--- src/rtl/pipe_ctrl_pkg.sv ---
// Shared constants for the pipeline stall/flush controller.
// Holds the controller state encoding and the hard-wired zero register index.
// Imported by the hazard controller top and the load-use compare.
package pipe_ctrl_pkg;

  typedef enum logic [1:0] {
    INIT     = 2'd0,
    RUN      = 2'd1,
    MEM_WAIT = 2'd2,
    TIMEOUT  = 2'd3
  } ctrl_state_t;

  localparam logic [4:0] REG_ZERO = 5'd0;

endpackage

--- src/rtl/hazard_detect_lu.sv ---
// Load-use hazard compare between the load in EX and the sources of the ID instruction.
// Latency: purely combinational, same-cycle result.
// Backpressure: none; the caller decides how to stall on the result.
module hazard_detect_lu
  import pipe_ctrl_pkg::*;
(
  input  logic [4:0] id_rs_i,
  input  logic [4:0] id_rt_i,
  input  logic       id_uses_rt_i,
  input  logic [4:0] ex_rd_i,
  input  logic       ex_regwrite_i,
  input  logic       ex_memtoreg_i,
  output logic       lu_o
);

  logic rs_match;
  logic rt_match;

  // A load into $zero never produces a value worth waiting for.
  always_comb begin
    rs_match = (ex_rd_i == id_rs_i);
    rt_match = id_uses_rt_i & (ex_rd_i == id_rt_i);
    lu_o     = ex_memtoreg_i & ex_regwrite_i & (ex_rd_i != REG_ZERO) & (rs_match | rt_match);
  end

endmodule

--- src/rtl/pipeline_hazard_ctrl.sv ---
// Stall/flush controller for the 5-stage pipeline: load-use, taken branch, slow data memory.
// Latency: controls are a same-cycle decode of state plus inputs; only the state is registered.
// Backpressure: a pending data-memory access freezes the whole pipe until dmem_ready or timeout.
module pipeline_hazard_ctrl #(
  parameter int TIMEOUT_CYCLES = 16,
  parameter int COUNT_W        = 16
) (
  input  logic               clock,
  input  logic               reset,
  input  logic [4:0]         id_rs,
  input  logic [4:0]         id_rt,
  input  logic               id_uses_rt,
  input  logic [4:0]         ex_rd,
  input  logic               ex_regwrite,
  input  logic               ex_memtoreg,
  input  logic               ex_branch_taken,
  input  logic               mem_access,
  input  logic               dmem_ready,
  output logic               pc_en,
  output logic               ifid_en,
  output logic               ifid_flush,
  output logic               idex_en,
  output logic               idex_flush,
  output logic               exmem_en,
  output logic               memwb_bubble,
  output logic [COUNT_W-1:0] stall_count,
  output logic               dmem_timeout
);

  import pipe_ctrl_pkg::*;

  localparam int WAIT_W = $clog2(TIMEOUT_CYCLES) + 1;
  localparam logic [WAIT_W-1:0] WAIT_LAST = WAIT_W'(TIMEOUT_CYCLES - 1);

  ctrl_state_t        state_q, state_d;
  logic [WAIT_W-1:0]  wait_q, wait_d;
  logic [COUNT_W-1:0] stall_q;
  logic               timeout_q;

  logic lu;
  logic ms;
  logic run_decode;
  logic freeze;
  logic stall_inc;

  hazard_detect_lu u_lu (
    .id_rs_i       (id_rs),
    .id_rt_i       (id_rt),
    .id_uses_rt_i  (id_uses_rt),
    .ex_rd_i       (ex_rd),
    .ex_regwrite_i (ex_regwrite),
    .ex_memtoreg_i (ex_memtoreg),
    .lu_o          (lu)
  );

  // Next state, wait counter and the control decode for the current cycle.
  always_comb begin
    state_d      = state_q;
    wait_d       = wait_q;
    ms           = mem_access & ~dmem_ready;
    run_decode   = 1'b0;
    freeze       = 1'b0;
    pc_en        = 1'b1;
    ifid_en      = 1'b1;
    ifid_flush   = 1'b0;
    idex_en      = 1'b1;
    idex_flush   = 1'b0;
    exmem_en     = 1'b1;
    memwb_bubble = 1'b0;

    case (state_q)
      INIT: begin
        pc_en        = 1'b0;
        ifid_en      = 1'b0;
        idex_en      = 1'b0;
        exmem_en     = 1'b0;
        ifid_flush   = 1'b1;
        idex_flush   = 1'b1;
        memwb_bubble = 1'b1;
        state_d      = RUN;
      end
      RUN: begin
        if (ms) begin
          freeze  = 1'b1;
          state_d = MEM_WAIT;
          wait_d  = WAIT_W'(1);
        end else begin
          run_decode = 1'b1;
        end
      end
      MEM_WAIT: begin
        if (dmem_ready) begin
          // The completing cycle already behaves as a normal RUN cycle.
          run_decode = 1'b1;
          state_d    = RUN;
          wait_d     = '0;
        end else begin
          freeze = 1'b1;
          if (wait_q == WAIT_LAST) begin
            state_d = TIMEOUT;
          end else begin
            wait_d = wait_q + WAIT_W'(1);
          end
        end
      end
      default: begin
        freeze = 1'b1;
      end
    endcase

    if (freeze) begin
      pc_en        = 1'b0;
      ifid_en      = 1'b0;
      idex_en      = 1'b0;
      exmem_en     = 1'b0;
      memwb_bubble = 1'b1;
    end else if (run_decode) begin
      // A taken branch squashes the ID instruction, so its load-use stall is moot.
      if (ex_branch_taken) begin
        ifid_flush = 1'b1;
        idex_flush = 1'b1;
      end else if (lu) begin
        pc_en      = 1'b0;
        ifid_en    = 1'b0;
        idex_flush = 1'b1;
      end
    end

    stall_inc = ((state_q == RUN) || (state_q == MEM_WAIT)) && !pc_en && (stall_q != '1);
  end

  // State, wait counter, saturating stall counter and sticky timeout flag.
  always_ff @(posedge clock or negedge reset) begin
    if (!reset) begin
      state_q   <= INIT;
      wait_q    <= '0;
      stall_q   <= '0;
      timeout_q <= 1'b0;
    end else begin
      state_q   <= state_d;
      wait_q    <= wait_d;
      timeout_q <= timeout_q | (state_d == TIMEOUT);
      if (stall_inc) begin
        stall_q <= stall_q + COUNT_W'(1);
      end
    end
  end

  assign stall_count  = stall_q;
  assign dmem_timeout = timeout_q;

endmodule

--- config.mk ---
export PLATFORM = sky130hd
export DESIGN_NAME = pipeline_hazard_ctrl
export DESIGN_NICKNAME = d
export VERILOG_FILES = /design/src/rtl/pipe_ctrl_pkg.sv /design/src/rtl/hazard_detect_lu.sv /design/src/rtl/pipeline_hazard_ctrl.sv
export SDC_FILE = /design/constraint.sdc
export NUM_CORES = 1
export LEC_CHECK = 0
export ABC_AREA = 1
export CAP_MARGIN = 30
export CORE_MARGIN = 4
export CORE_UTILIZATION = 49
export DETAILED_ROUTE_END_ITERATION = 8
export GPL_ROUTABILITY_DRIVEN = 0
export PLACE_DENSITY_LB_ADDON = 0.1
export REMOVE_ABC_BUFFERS = 1
export SLEW_MARGIN = 15
export SYNTH_ARGS = -nofsm -noshare
export SYNTH_HDL_FRONTEND = slang
export SYNTH_SLANG_ARGS = --single-unit
--- constraint.sdc ---
create_clock -name clock -period 2.5 [get_ports clock]
set_clock_uncertainty 0.15 [all_clocks]
set_input_delay 0.375 -clock clock [delete_from_list [all_inputs] [get_ports clock]]
set_output_delay 0.375 -clock clock [all_outputs]
set_load 0.01 [all_outputs]
==> results.txt <==
status -> finished clean
die height -> 68.47 microns
cell breakdown of the critical path -> buf_4 > ha_1 > inv_2 > nand3_2 > nor2_1 > nor2_1 > a31oi_1 > dlygate4sd2_1
Initial Utilization -> 52.05%
setup ws final -> 0.1101 ns
Min Hold Slack -> 0.3073 ns
Post-Place Cell Area -> 0.002316 sq mm
CP Data Required Time -> 1.98 ns
CP delay by family, top -> buffers and inverters
post-synth top area cell -> dfrtp_1
adder-cell area share of the yosys netlist -> 4.888%
drt pass-1 iters -> 4
Leak -> 1.248 nW
Post-CTS Hold Buffers -> 0
Setup Total Neg Slack -> 0 ns
WP buf/inv -> 3
worst slew margin relative to its limit -> 50.14%
WP data arrival -> 1.86 ns
post-DR vias/cell -> 4.961
DP HPWL -> 3106 microns
endpoints failing hold -> 0
first-pass GRT wire length -> 7348 microns
fin cells -> 363
CTS sink count -> 24
vias in the first global route -> 1739
largest net degree at the start of global routing -> 25
Synth Area per Inst -> 6.839 sq um
Reg clk slew, reported paths -> 0.09 ns
DRT Wirelength -> 4284 microns
critical path class -> reg2out
ratio of cells with drive above 1 in the final layout -> 10.73%
crit path max fanout -> 4
slowest stage delay, CP -> 0.42 ns
Iteration-0 DRC Markers -> 120
Final Max Slew Viols -> 0
H-tree level count -> 1
post-route cell area -> 0.002411 sq mm
placed cells -> 356
Post-Syn Instances -> 262
global route overflow -> 0
count of cell types in the netlist -> 27
fin crit share -> 95.60%
initial antenna violation count -> 0
Buffers on Ports -> 46
post-synthesis xor/xnor area fraction -> 7.332%
Slowest-stage cell, CP -> dfrtp_1
CTS root buffer -> clkbuf_8
Num CTS Buffers -> 3
synth warn -> 0
Avg WL per Cell -> 11.80 microns
CTS Buffer Depth -> 2
pre-CTS setup slack -> -0.1111 ns
FMAX -> 418.4 MHz
Worst-Margin Slew -> 0.7479 ns
TritonCTS clock tree -> done
die width -> 68.47 microns
DR DRC count -> 0
core box area -> 0.003442 sq mm
cell with the most instances on the worst path -> nor2_1
maxcap violations -> 0
ANT nets after route -> 0
GR Util All Layers -> 20.45%
Post-Synth Simple-Gate Area -> 37.36%
Worst VDD drop -> 0.5669 mV
Hold Crit Class -> in2async
# setup viols final -> 0
sequential share of the synthesized area -> 33.52%
ranking of synthesized cells by area -> dfrtp_1 34%, nand2_1 18%, nand3_1 8.4%, inv_1 6.7%, ha_1 4.9%
Setup crit start -> state_q[0]
synthesis-to-layout area growth -> 34.57%
via total after detailed routing -> 1801
proportion of synthesized area in mux cells -> 0%
clk_lat worst skew -> 0.27 ns
PD cells -> 846.4 mW/mm^2
Tot Pwr -> 2.041 mW
Final nets -> 348
n_diodes -> 0
Startpoint Class -> flip-flop
Cell Rows -> 21
minimum clock period -> 2.390 ns
synthesized flop and latch total -> 24
Setup crit end kind -> primary output
Mapped Area -> 0.001792 sq mm
compound-gate portion of the synthesized area -> 5.517%
Synth top area share -> 33.52%
largest family of logic cells by synthesized area -> simple AND/OR/NAND/NOR gates
I/O pin count -> 47
Final Core Density -> 70.05%
R2R Path Start -> stall_count[0]
RSZ-0062 raised after global routing -> no
DIE AREA -> 0.004688 sq mm
cells in the mapped netlist, drive strengths merged:
cell type	count
a21o	1
ha	7
a21oi	1
nor3	6
o31ai	2
xnor2	8
a31oi	1
nand4	4
dfrtp	24
a22oi	1
nand2	89
xor2	7
buf	6
inv	40
o21a	1
nand3	30
o21ai	10
nor2	24
registers in the layout, summed over array words and instances, names as in the netlist:
register and flops:
stall_count 16, wait_q 5, state_q 2, dmem_timeout 1
where the power goes:
part,internal (mW),leakage [nW],switching [mW]
clock,0.141,0.0288,0.128
sequential,0.458,0.319,0.0804
combinational,0.504,0.900,0.729
total,1.10,1.25,0.938
timing repair:
item                                    in CTS  in global routing
endpoints found under the setup margin       7                  2
resized for setup                           13                  3
pin swaps                                    0                  1
buffers inserted                             2                  1
cells in the final DEF, fill, tap and decap left out, drive strengths merged:
cell           instances
buf                   11
nand2                 89
xnor2                  8
o21ai                 10
inv                   40
ha                     7
a21o                   1
dfrtp                 24
o21a                   1
xor2                   7
nand4                  4
clkdlybuf4s50         38
a31oi                  1
nor3                   6
nor2                  24
nand3                 30
dlygate4sd2            8
a21oi                  1
a22oi                  1
clkbuf                 4
o31ai                  2
layer usage:
metal / vias up / GRT usage (%) / wire, microns
met2: 47 / 35.88 / 2114
met5: - / 0 / 0
li1: 931 / - / -
met3: 4 / 3.777 / 262
met4: 0 / 5.955 / 46
met1: 819 / 25.26 / 1860
worst paths after layout:
kind                       cells after the start  slack, ns              end
min in group clock                             1       0.33     dmem_timeout
setup / recovery                               8       0.11       idex_flush
hold / removal                                 2       0.31  stall_count[12]
setup reg to reg                               8       0.37   stall_count[2]
hold reg to reg                                1       0.33     dmem_timeout
max in group asynchronous                      2       1.65   stall_count[4]
cell families after synthesis:
family	Yosys count
AND/OR/NAND/NOR	153
AO/OA/AOI/OAI	17
adder cells (fa/ha/maj)	7
flip-flops	24
XOR/XNOR	15
buffers and inverters	46
final cells by class:
class	count	area [sq um]
fillers	298	1031
multi-input cells	192	1015
flip-flops and latches	24	600.6
repair buffers	57	533.0
inverters	40	150.1
well taps	46	57.56
clock buffers	4	55.05
Note: power is estimated with default switching activity, not from simulation.
